**src/rtl/dual_mem_port_arbiter.sv**
```systemverilog
// dual_mem_port_arbiter
// Shares the single DRAM/peripheral port between the MEM stages of the two
// issue lanes. Lane0 is always the older instruction, so it goes first on a
// conflict. Lane1 follows one cycle later, and the pipeline is frozen for
// that one cycle. Conflicts are counted in a saturating counter.
module dual_mem_port_arbiter #(
    parameter int          CNT_W     = 32,
    parameter logic [31:0] IDLE_ADDR = 32'h0000_0000
) (
    input  logic             clk,
    input  logic             rst_n,

    input  logic             l0_req,
    input  logic             l0_wen,
    input  logic [31:0]      l0_addr,
    input  logic [2:0]       l0_mask,
    input  logic [31:0]      l0_wdata,
    output logic [31:0]      l0_rdata,

    input  logic             l1_req,
    input  logic             l1_wen,
    input  logic [31:0]      l1_addr,
    input  logic [2:0]       l1_mask,
    input  logic [31:0]      l1_wdata,
    output logic [31:0]      l1_rdata,

    input  logic             flush,
    output logic             mem_stall,

    output logic [31:0]      perip_addr,
    output logic             perip_wen,
    output logic [2:0]       perip_mask,
    output logic [31:0]      perip_wdata,
    input  logic [31:0]      perip_rdata,

    output logic [CNT_W-1:0] conflict_cnt
);

    typedef enum logic {
        IDLE   = 1'b0,
        SECOND = 1'b1
    } state_e;

    localparam logic [CNT_W-1:0] CNT_ONE = CNT_W'(1);

    state_e             state_q, state_d;
    logic [31:0]        holdRdata_q, holdRdata_d;
    logic [CNT_W-1:0]   conflictCnt_q, conflictCnt_d;

    logic               bothReq;

    assign bothReq      = l0_req & l1_req;
    assign conflict_cnt = conflictCnt_q;

    // Next-state logic: a dual request in IDLE captures lane0's load data and moves to SECOND.
    always_comb begin
        state_d       = state_q;
        holdRdata_d   = holdRdata_q;
        conflictCnt_d = conflictCnt_q;
        case (state_q)
            IDLE: begin
                if (bothReq) begin
                    state_d     = SECOND;
                    holdRdata_d = perip_rdata;
                    if (conflictCnt_q != '1) begin
                        conflictCnt_d = conflictCnt_q + CNT_ONE;
                    end
                end
            end
            SECOND: begin
                // Lane1 is always finished here, whether or not it was flushed.
                // l0_req is still high only because the pipeline was frozen.
                state_d = IDLE;
            end
            default: begin
                state_d = IDLE;
            end
        endcase
    end

    // Port steering and load-data return; reset forces writes, stalls and load data low.
    always_comb begin
        perip_addr  = IDLE_ADDR;
        perip_wen   = 1'b0;
        perip_mask  = 3'b000;
        perip_wdata = 32'h0;
        l0_rdata    = 32'h0;
        l1_rdata    = 32'h0;
        mem_stall   = 1'b0;
        case (state_q)
            IDLE: begin
                if (l0_req) begin
                    perip_addr  = l0_addr;
                    perip_wen   = l0_wen;
                    perip_mask  = l0_mask;
                    perip_wdata = l0_wdata;
                    l0_rdata    = perip_rdata;
                    mem_stall   = l1_req;
                end else if (l1_req) begin
                    perip_addr  = l1_addr;
                    perip_wen   = l1_wen;
                    perip_mask  = l1_mask;
                    perip_wdata = l1_wdata;
                    l1_rdata    = perip_rdata;
                end
            end
            SECOND: begin
                perip_addr  = l1_addr;
                perip_wen   = l1_wen & ~flush;
                perip_mask  = l1_mask;
                perip_wdata = l1_wdata;
                l0_rdata    = holdRdata_q;
                l1_rdata    = flush ? 32'h0 : perip_rdata;
            end
            default: begin
                perip_addr = IDLE_ADDR;
            end
        endcase
        if (!rst_n) begin
            perip_wen = 1'b0;
            mem_stall = 1'b0;
            l0_rdata  = 32'h0;
            l1_rdata  = 32'h0;
        end
    end

    // State, held lane0 data and the conflict counter; async reset abandons any pending lane1 access.
    always_ff @(posedge clk or negedge rst_n) begin
        if (!rst_n) begin
            state_q       <= IDLE;
            holdRdata_q   <= 32'h0;
            conflictCnt_q <= '0;
        end else begin
            state_q       <= state_d;
            holdRdata_q   <= holdRdata_d;
            conflictCnt_q <= conflictCnt_d;
        end
    end

endmodule

```
**config.mk**
```make
export PLATFORM = sky130hd
export DESIGN_NAME = dual_mem_port_arbiter
export DESIGN_NICKNAME = d
export VERILOG_FILES = /design/src/rtl/dual_mem_port_arbiter.sv
export SDC_FILE = /design/constraint.sdc
export NUM_CORES = 1
export LEC_CHECK = 0
export CORE_AREA = 2 2 132 134
export DETAILED_ROUTE_END_ITERATION = 10
export DIE_AREA = 0 0 134 136
export SETUP_SLACK_MARGIN = 0.4
export SYNTH_ARGS = -nofsm -noshare
export SYNTH_HDL_FRONTEND = slang
export SYNTH_SLANG_ARGS = --single-unit
```
**constraint.sdc**
```tcl
create_clock -name clk -period 2.5 [get_ports clk]
set_input_delay 0.375 -clock clk [delete_from_list [all_inputs] [get_ports clk]]
set_output_delay 0.375 -clock clk [all_outputs]
set_load 0.01 [all_outputs]
```
Yosys cells after proc, flatten, opt, wreduce, memory -nomap -nowiden
Index checks and enable logic that the tools add are counted.
{"block": "totals", "regBits": 65}
{"block": "classes", "n_addsub": 1, "n_eq_ne": 1, "mux": 26, "bitwise_logic": 4, "reduce_logical": 2}
{"op": "$mux 32", "count": 10}
{"op": "$pmux 32 s2", "count": 4}
{"op": "$add 32x1->32 const B", "count": 1}
{"op": "$ne 32x32->1 const B", "count": 1}
{"op": "$mux 1", "count": 7}
{"op": "$mux 3", "count": 2}
{"op": "$pmux 3 s2", "count": 1}
{"op": "$pmux 1 s2", "count": 2}
{"op": "$reduce_and 3->1", "count": 1}
{"op": "$and 1x1->1", "count": 2}
{"op": "$not 1->1", "count": 2}
{"op": "$reduce_and 2->1", "count": 1}

Logic depth before layout (Yosys ltp)
Gate-level depths: netlist of run 1.
{"block": "logic_depth", "word_depth": 4, "mapped_depth": 7}

Worst setup path before layout of run 1
Ideal clock, no wire load.
{"block": "synth_timing", "path_kind": "reg2reg", "start": "reg conflictCnt_q[0] (netlist: conflict_cnt[0])", "end": "reg conflictCnt_q[1] (netlist: conflict_cnt[1])", "setup_ps": 125, "arrival_time_ps": 1756, "setup_slack_ps": 620, "path_stages_with_launch": 7, "period_less_slack_ps": 1880, "path_cell_list": "dfrtp_1 ha_1 nand3_1 nor4_1 nand3_1 nand2_1 mux2_2"}
{"block": "synth_via", "elab_chain_cells": 2, "elab_cells_between_ends": 3, "cone_classes": "add/sub: 1; eq/ne: 1; reduce/logical: 1"}
{"item": "from (decl)", "line_no": "48", "rtl": "logic [CNT_W-1:0] conflictCnt_q, conflictCnt_d;"}
{"item": "from (signal assigned)", "line_no": "136", "rtl": "conflictCnt_q <= conflictCnt_d;"}
{"item": "branches (longest 2 deep; another with $add 32x1->32)"}
Several ways; the timed one is not identified.
A chain may end at the register's enable or synchronous reset.

Worst setup path in the final report of run 1
{"block": "layout_timing", "start": "reg state_q", "end": "out perip_mask[0]"}
{"block": "layout_via", "elab_chain_cells": 2}
{"item": "from (decl)", "line_no": "46", "rtl": "state_e state_q, state_d;"}
{"item": "from (signal assigned)", "line_no": "134", "rtl": "state_q <= state_d;"}
{"item": "$not 1->1 (no line)"}
{"item": "$pmux 3 s2 *", "line_no": "90", "rtl": "case (state_q)"}
{"item": "to (decl)", "line_no": "32", "rtl": "output logic [2:0] perip_mask,"}
Every way passes the cells marked *; elsewhere a longest branch is shown, timed or not.

==> flow_summary.yaml, run 1 <==
drt:
  postRouteAntennaNets: 0
  post_drt_wl_per_cell_um: 21.4
  drc_errors: 0
  vias_per_cell: 4.84
  drt_pass1_iterations: 4
  wirelength_mm: 20.7
  vias: 4688
  drt_iter0_drc: 207
pwr:
  peakVddDrop_uv: 296
  leakagePower_uw: 0.00377
  power.density_mw_per_mm2: 469
final_layout:
  nFillCells: 1635
  layout-drive-gt1-share: 0.335
  final_area_mm2: 0.00814
  final_nets: 913
  ff_latch_area_mm2: 0.00163
  finalNonFillerCells: 969
  area_growth_pct: 101
  utilization: 0.482
  multi_input_area_mm2: 0.00244
worst_setup_path:
  cp-start-kind: "flip-flop"
  cpMostUsedCell: "buf_4"
  crit_slowest_cell: "dfrtp_2"
  path_buf_inv: 4
  reg2regPathDepth: 5
  cp_top_family: "buffers and inverters"
  rrSetupSlack_ps: 490
  end_kind: "output port"
  reg2reg_from: "conflict_cnt[18]"
  r2r_end: "conflict_cnt[22]"
  arrival_ps: 1830
  crit_fanout: 18
  cp.depth: 6
  crit_chain: "a21o_4 > buf_4 > buf_4 > buf_12 > a22o_1 > clkbuf_2"
  critPathRequiredTime_ps: 2120
  slowest_delay_ps: 450
  crit_type: "reg -> out"
global_routing:
  grt_pass1_wl_mm: 29.0
  grt_usage: 0.213
  grt_pass1_vias: 4703
  antenna_found_initial: 1
  grt-ovfl-total: 0
  grt_max_degree: 54
timing:
  tightest_slew_ps: 694
  slew_viol_final: 0
  rsz0062_at_grt: "yes"
  setup_viol: 0
  hold_ws_ps: 104
  fmax_ghz: 0.453
  min_period_ps: 2210
  fin_ws_ps: 294
  timing.slew.headroom: 0.538
  fin_crit_sh: 0.882
  fin_skew_ps: 3.46
  final_hold_viol_count: 0
clock_tree:
  holdBufCountCts: 0
  h-tree-depth: 3
  cts_root_buf: "clkbuf_16"
  cts_tree: "done"
  cts_max_path_buffers: 2
  clkLatencyLatePin_ps: 330
  cts_made_buffers: 9
  cts.sinks: 65
  path_clk_slew_ps: 60
outcome:
  status: "finished clean"
placement:
  hpwl_mm: 15.9
  io_buffers: 337
  dpl_cell_area_mm2: 0.00776
  gp_congestion: 0.841
  pre_cts_ws_ps: -201
  dp_cells: 932
floorplanning:
  fp.dieW_um: 134
  die_area_mm2: 0.0182
  initial_core_util: 0.240
  rows: 48
  io-pin-count: 338
  die_h_um: 136
  core_area_mm2: 0.0169
synthesis:
  synth_edf_count: 0
  synthFlopType: "dfrtp_1"
  synthTopCellsByCount: "99 x a22o_1, 65 x dfrtp_1, 33 x and2_1, 33 x mux2_2, 22 x clkbuf_1"
  synth-async-reset-ratio: 1.00
  yosysWarnings: 0
  synth_cells: 383
  synth_top_area_share: 0.402
  synth_xor_area_frac: 0.0585
  synth_seq_cells: 65
  muxShareOfSynthArea: 0.0943
  yosysMostFrequentCell: "a22o_1"
  synth_area_leaders: "dfrtp_1 40%, a22o_1 21%, mux2_2 9.2%, and2_1 5.1%, xnor2_1 3.5%"
  avgSynthCellArea_um2: 10.6
  synthSimpleGateAreaFrac: 0.175
  yosysTopAreaCell: "dfrtp_1"
  syn_nets: 557
  synth_top_family_by_area: "compound AO/OA/AOI/OAI gates"
  syn_area_mm2: 0.00405
  yosys.area_share.adder: 0.00309
  yosysUniqueCellTypes: 43
  synth_compound_area_frac: 0.233
  ys_seq_area_frac: 0.402
worst_hold_path:
  hp-class: "in -> async"
job:
  maxCapViolations: 0
-- sequential cells by signal (all words and copies together) (netlist names) --
register	cells
conflict_cnt	32
holdRdata_q	32
state_q	1
-- cell families after synthesis --
family / count (synthesis)
AND/OR/NAND/NOR: 113
AO/OA/AOI/OAI: 109
flip-flops: 65
buffers and inverters: 34
multiplexers: 34
XOR/XNOR: 27
adder cells (fa/ha/maj): 1
-- metrics by stage --
| stage | setup TNS (ps) | total power (uW) |
|---|---|---|
| 2_1_floorplan | 0 | 1800 |
| 3_3_place_gp | -13330 | 2670 |
| 6_report | 0 | 3820 |
| 4_1_cts | 0 | 3840 |
| 5_1_grt | 0 | 4010 |
| 3_5_place_dp | -17030 | 2690 |
-- placed cells by master, fill, tap and decap left out, types with 2 or more instances in the layout --
cell type        netlist  routed
nand3_2                1       4
mux2_2                33      33
clkdlybuf4s15_1        0       4
buf_8                  0       2
clkbuf_16              0      10
inv_1                  3       2
nor4_4                 1       3
clkbuf_2               1      57
xor2_1                11      11
or4_4                  1       2
nand4_1               10      10
buf_6                  1      33
nor3_1                 5       5
and4_1                 4       4
a22o_1                99      99
nand3_1               16      13
nand2_1               10       9
xnor2_1               16      16
a21oi_1                4       4
buf_12                 0       9
clkdlybuf4s50_1        0     201
dfrtp_1               65      64
nor2_1                10       9
buf_2                  0      25
or3_4                  1       2
buf_4                  1      13
and2_4                 0      33
dlygate4sd2_1          0      26
and3_1                 8       7
clkinv_4               0       2
buf_16                 0       3
-- worst max-delay path by stage --
stage,startpoint,to,slack (ps)
after floorplan,conflict_cnt[0],conflict_cnt[1],620
after global placement,l0_req,perip_wdata[6],-170
after detailed placement,l0_req,perip_wdata[4],-200
after CTS,state_q,l1_rdata[5],220
after global routing,state_q,l1_rdata[10],240
final,state_q,perip_mask[0],290
-- layer usage --
layer  track usage  wire length, um
met3        0.0679             1740
met4        0.0526              351
met2         0.362            10300
met1         0.261             8310
met5             0               16
-- report_power, final --
part           total [uW]  switching, uW  internal [uW]
registers            1320            126           1190
clock network        1150            460            694
logic                1350            560            787
total                3820           1150           2670
-- area by class of cell --
class / count / share of cell area
repair buffers: 376 / 0.430
well taps: 225 / 0.0346
clock buffers: 11 / 0.0298
flip-flops and latches: 65 / 0.200
inverters: 3 / 0.00138
clock inverters: 4 / 0.00369
diodes: 1 / 0.000307
multi-input cells: 284 / 0.300
-- repair_timing --
action	4_1_cts	5_1_grt
gates resized for setup	345	149
setup endpoints to repair	134	100
pin swaps	9	4
cloned	5	1
setup buffers	8	7
Power figures use the tool's default switching activity.
==> run 2: changes to the inputs <==
--- a/config.mk
+++ b/config.mk
@@ -5,9 +5,11 @@
 export SDC_FILE = /design/constraint.sdc
 export NUM_CORES = 1
 export LEC_CHECK = 0
-export CORE_AREA = 2 2 132 134
+export CELL_PAD_IN_SITES_DETAIL_PLACEMENT = 1
+export CELL_PAD_IN_SITES_GLOBAL_PLACEMENT = 1
+export CORE_UTILIZATION = 23
 export DETAILED_ROUTE_END_ITERATION = 10
-export DIE_AREA = 0 0 134 136
+export PLACE_DENSITY = 0.85
 export SETUP_SLACK_MARGIN = 0.4
 export SYNTH_ARGS = -nofsm -noshare
 export SYNTH_HDL_FRONTEND = slang
==> run 2 against run 1 <==
Worst hold slack lost 2.7 ps. Largest cell class unchanged. Routed wire length grew 5.7%. Critical path type unchanged. Die area shrank 0.56%.
==> flow_summary.yaml, run 2 (synthesized netlist as in run 1, its figures left out) <==
outcome:
  status: "finished clean"
worst_hold_path:
  hp-class: "in -> async"
clock_tree:
  cts_max_path_buffers: 2
  path_clk_slew_ps: 60
  clkLatencyLatePin_ps: 330
  cts_made_buffers: 9
  cts.sinks: 65
  h-tree-depth: 3
  cts_root_buf: "clkbuf_16"
  cts_tree: "done"
worst_setup_path:
  rrSetupSlack_ps: 400
  end_kind: "output port"
  crit_type: "reg -> out"
  cp-start-kind: "flip-flop"
  critPathRequiredTime_ps: 2120
  arrival_ps: 1760
  crit_chain: "a21o_4 > buf_12 > a22o_1 > dlygate4sd2_1"
  slowest_delay_ps: 440
  crit_slowest_cell: "dfrtp_2"
  path_buf_inv: 2
  cp_top_family: "compound AO/OA/AOI/OAI gates"
  crit_fanout: 34
timing:
  min_period_ps: 2130
  slew_viol_final: 0
  final_hold_viol_count: 0
  fin_tns_setup_ps: 0
  fin_crit_sh: 0.854
  fin_skew_ps: 7.98
  fin_ws_ps: 366
  rsz0062_at_grt: "yes"
  fmax_ghz: 0.469
  timing.slew.headroom: 0.570
  tightest_slew_ps: 639
  setup_viol: 0
drt:
  post_drt_wl_per_cell_um: 22.7
  drt_pass1_iterations: 4
  dr_wl_met3_mm: 1.72
  postRouteAntennaNets: 0
  wirelength_mm: 21.9
  wl_met2_mm: 11.1
  vias: 4843
  wl_met1_mm: 8.57
  drt_iter0_drc: 194
  vias_per_cell: 5.02
  drc_errors: 0
  maxUsedRoutingLayer: "met5"
placement:
  io_buffers: 337
  dpl_cell_area_mm2: 0.00777
  dp_cells: 932
  hpwl_mm: 16.7
  pre_cts_ws_ps: -130
  gp_congestion: 0.860
global_routing:
  grt_max_degree: 47
  grt_pass1_wl_mm: 31.0
  grt_pass1_vias: 5063
  antenna_found_initial: 4
  grt_usage: 0.228
  grt-ovfl-total: 0
final_layout:
  ff_latch_area_mm2: 0.00163
  finalNonFillerCells: 964
  layout_commonest_cell: "clkdlybuf4s50_1"
  final_cell_mix: "201 x clkdlybuf4s50_1, 98 x a22o_1, 67 x dlygate4sd2_1, 60 x dfrtp_1, 33 x mux2_2"
  nFillCells: 1941
  utilization: 0.467
  layout-drive-gt1-share: 0.224
  final_area_mm2: 0.00805
  multi_input_area_mm2: 0.00239
  area_growth_pct: 98.9
  final_nets: 906
floorplanning:
  core_area_mm2: 0.0172
  fp.dieW_um: 135
  rows: 48
  die_area_mm2: 0.0181
  die_h_um: 135
  io-pin-count: 338
  initial_core_util: 0.235
pwr:
  peakVddDrop_uv: 527
  power.density_mw_per_mm2: 478
  leakagePower_uw: 0.00367
job:
  maxCapViolations: 0
==> run 2: changes by cell type in the layout (fill, tap and decap cells not counted), moves of 5 or more <==
cell	change
clkdlybuf4s15_2	+10
buf_4	+7
buf_2	+5
and2_1	+31
clkbuf_2	-44
and2_4	-31
clkdlybuf4s15_1	+11
buf_6	-29
dlygate4sd2_1	+41
==> run 2: layout make-up <==
class | count | share of cell area
timing repair buffer | 369 | 0.428
multi-input combinational | 284 | 0.297
sequential | 65 | 0.203
tap | 225 | 0.0350
clock buffer | 13 | 0.0336
clock inverter | 2 | 0.00155
inverter | 3 | 0.00140
antenna | 3 | 0.000933
==> run 2: final timing paths <==
check,start,end,depth (start not counted)
min in group clk,holdRdata_q[7],holdRdata_q[7],1
worst min-delay path,rst_n,state_q,2
worst min register to register,holdRdata_q[7],holdRdata_q[7],1
worst max-delay path,state_q,perip_addr[7],4
worst max register to register,conflict_cnt[0],conflict_cnt[21],8
max in group asynchronous,rst_n,conflict_cnt[25],2
==> run 2: layer usage <==
layer / up-vias / track usage
met2: 228 / 0.406
met3: 39 / 0.0709
met1: 2401 / 0.266
met5: - / 0
met4: 4 / 0.0556
li1: 2171 / -
==> run 2: where the power goes <==
group	switching [uW]	total, uW	leakage, uW	internal, uW
clock	447	1190	0.000138	745
combinational	560	1340	0.00272	781
sequential	120	1320	0.000812	1190
total	1130	3850	0.00367	2720
==> run 2: what timing repair did <==
action | in CTS | in global routing
resized for setup | 258 | 61
hold buffers | 1 | 0
buffers inserted | 3 | 9
cloned | 1 | 0
endpoints found under the hold margin | 1 | 0
endpoints found under the setup margin | 135 | 125
pin swaps | 2 | 5
==> run 2: metrics by stage <==
stage	power, uW	hold WS (ps)
after global placement	2660	191
after detailed placement	2710	196
after CTS	3840	86.3
after floorplan	1800	79.4
after global routing	4020	126
final	3850	101
==> run 2: worst register-to-register path: cells and delay by family, from the launching register on <==
family / cells / cell delay (ps)
simple gates: 3 / 870
buf+inv: 3 / 400
flops: 1 / 380
compound gates: 1 / 160
xor+xnor: 1 / 160
==> run 3: changes to the inputs <==
--- a/config.mk
+++ b/config.mk
@@ -7,10 +7,13 @@
 export LEC_CHECK = 0
 export CELL_PAD_IN_SITES_DETAIL_PLACEMENT = 1
 export CELL_PAD_IN_SITES_GLOBAL_PLACEMENT = 1
-export CORE_UTILIZATION = 23
+export CORE_AREA = 2 2 131 133
 export DETAILED_ROUTE_END_ITERATION = 10
-export PLACE_DENSITY = 0.85
+export DIE_AREA = 0 0 133 135
+export DONT_BUFFER_PORTS = 1
+export PLACE_DENSITY = 0.51
 export SETUP_SLACK_MARGIN = 0.4
+export SLEW_MARGIN = 20
 export SYNTH_ARGS = -nofsm -noshare
 export SYNTH_HDL_FRONTEND = slang
 export SYNTH_SLANG_ARGS = --single-unit
==> run 3 against run 2 <==
Total power fell by 12%. Die area down 0.92%. Routed wire length down 18%. First-iteration DRC count shrank 24%. Clock skew decreased by 2.1 ps.
==> flow_summary.yaml, run 3 (synthesized netlist as in run 1, its figures left out) <==
floorplanning:
  rows: 47
  die_h_um: 135
  initial_core_util: 0.247
  die_area_mm2: 0.0180
  core_area_mm2: 0.0164
  fp.dieW_um: 133
  io-pin-count: 338
clock_tree:
  clkLatencyLatePin_ps: 330
  h-tree-depth: 3
  cts_root_buf: "clkbuf_16"
  path_clk_slew_ps: 50
  cts_tree: "done"
  cts_made_buffers: 9
  cts_max_path_buffers: 2
  cts.sinks: 65
placement:
  gp_congestion: 0.778
  dpl_cell_area_mm2: 0.00435
  hpwl_mm: 14.3
  io_buffers: 0
worst_setup_path:
  arrival_ps: 1630
  crit_fanout: 68
  reg2reg_from: "conflict_cnt[19]"
  r2r_end: "conflict_cnt[1]"
  crit_type: "reg -> out"
  critPathRequiredTime_ps: 2120
  rrSetupSlack_ps: 510
  reg2regPathDepth: 5
  end_kind: "output port"
  cp-start-kind: "flip-flop"
pwr:
  leakagePower_uw: 0.00203
  total_power_uw: 3370
  comb_power_share: 0.195
  peakVddDrop_uv: 347
  p_clk_frac: 0.407
  p_seq_frac: 0.398
  internal_power_uw: 2370
  switching_share: 0.296
  power.density_mw_per_mm2: 707
  p_switching_uw: 999
global_routing:
  antenna_found_initial: 5
  grt_usage: 0.189
  grt_max_degree: 69
  grt_pass1_vias: 3294
  grt-ovfl-total: 0
  grt_pass1_wl_mm: 24.3
timing:
  setup_viol: 0
  slew_viol_final: 0
  fin_skew_ps: 5.93
  min_period_ps: 2010
  tightest_slew_ps: 469
  fin_crit_sh: 0.803
  rsz0062_at_grt: "yes"
  fin_tns_setup_ps: 0
  fmax_ghz: 0.498
  timing.slew.headroom: 0.687
  final_hold_viol_count: 0
drt:
  vias: 3375
  drc_errors: 0
  dr_wl_met3_mm: 1.97
  post_drt_wl_per_cell_um: 29.3
  vias_per_cell: 5.52
  drt_pass1_iterations: 4
  wirelength_mm: 17.9
  drt_iter0_drc: 148
  wl_met1_mm: 6.62
  postRouteAntennaNets: 0
  maxUsedRoutingLayer: "met4"
  wl_met2_mm: 8.93
final_layout:
  final_area_mm2: 0.00477
  final_nets: 554
  area_growth_pct: 17.9
  layout_commonest_cell: "a22o_1"
  final_cell_mix: "99 x a22o_1, 58 x dfrtp_1, 33 x and2_1, 33 x mux2_2, 16 x xnor2_1"
  layout-drive-gt1-share: 0.236
worst_hold_path:
  hold_end: "holdRdata_q[22]"
  hp-class: "in -> reg"
  holdPathStages: 1
  min-delay-start: "perip_rdata[22]"
job:
  maxCapViolations: 0
outcome:
  status: "finished clean"
[run 3: worst max-delay path by stage]
stage / slack [ps] / endpoint / start / cells past startpoint
floorplan: 620 / conflict_cnt[1] / conflict_cnt[0] / 6
global placement: 400 / conflict_cnt[1] / conflict_cnt[0] / 6
detailed placement: 390 / conflict_cnt[28] / conflict_cnt[12] / 5
CTS: 420 / conflict_cnt[16] / conflict_cnt[0] / 6
global route: 380 / conflict_cnt[1] / conflict_cnt[19] / 5
finish: 490 / perip_addr[13] / state_q / 3
[run 3: per-layer routing]
layer | vias to the layer above | GRT usage
li1 | 1459 | -
met1 | 1729 | 0.212
met2 | 169 | 0.304
met3 | 18 | 0.0957
met4 | 0 | 0.0789
met5 | - | 0
[run 3: power groups by stage]
stage / clock (uW) / combinational (uW) / sequential (uW)
after floorplan: 0 / 489 / 1310
after global placement: 0 / 622 / 1350
after detailed placement: 0 / 630 / 1350
after CTS: 1420 / 665 / 1330
after global routing: 1460 / 711 / 1360
final: 1370 / 657 / 1340
[run 3: critical path, cell delays in order (launching register included)]
cell     delay (ps)
dfrtp_2         450
nor2_4          130
buf_12          270
a22o_1          410
[run 3: final cells by class]
class / count / area (um2)
multi-input cells: 284 / 2310
well taps: 220 / 275
fillers: 1795 / 11600
diodes: 6 / 15.0
repair buffers: 17 / 195
clock buffers: 11 / 243
inverters: 3 / 11.3
flip-flops and latches: 65 / 1640
clock inverters: 5 / 78.8
[run 3: stage by stage]
stage | utilization | cells | hold slack [ps] | setup slack, ps
CTS | 0.288 | 605 | 172 | 417
global route | 0.290 | 607 | 174 | 379
finish | 0.291 | 611 | 191 | 492
global placement | 0.265 | 587 | 81.5 | 403
floorplan | - | 383 | 79.4 | 620
detailed placement | 0.265 | 587 | 81.4 | 387
[run 3: timing repair]
item,4_1_cts,5_1_grt
cloned,0,0
buffers inserted,0,0
resized for setup,6,10
pin swaps,0,0
hold buffers,2,0
hold endpoints to repair,65,0
endpoints found under the setup margin,49,44
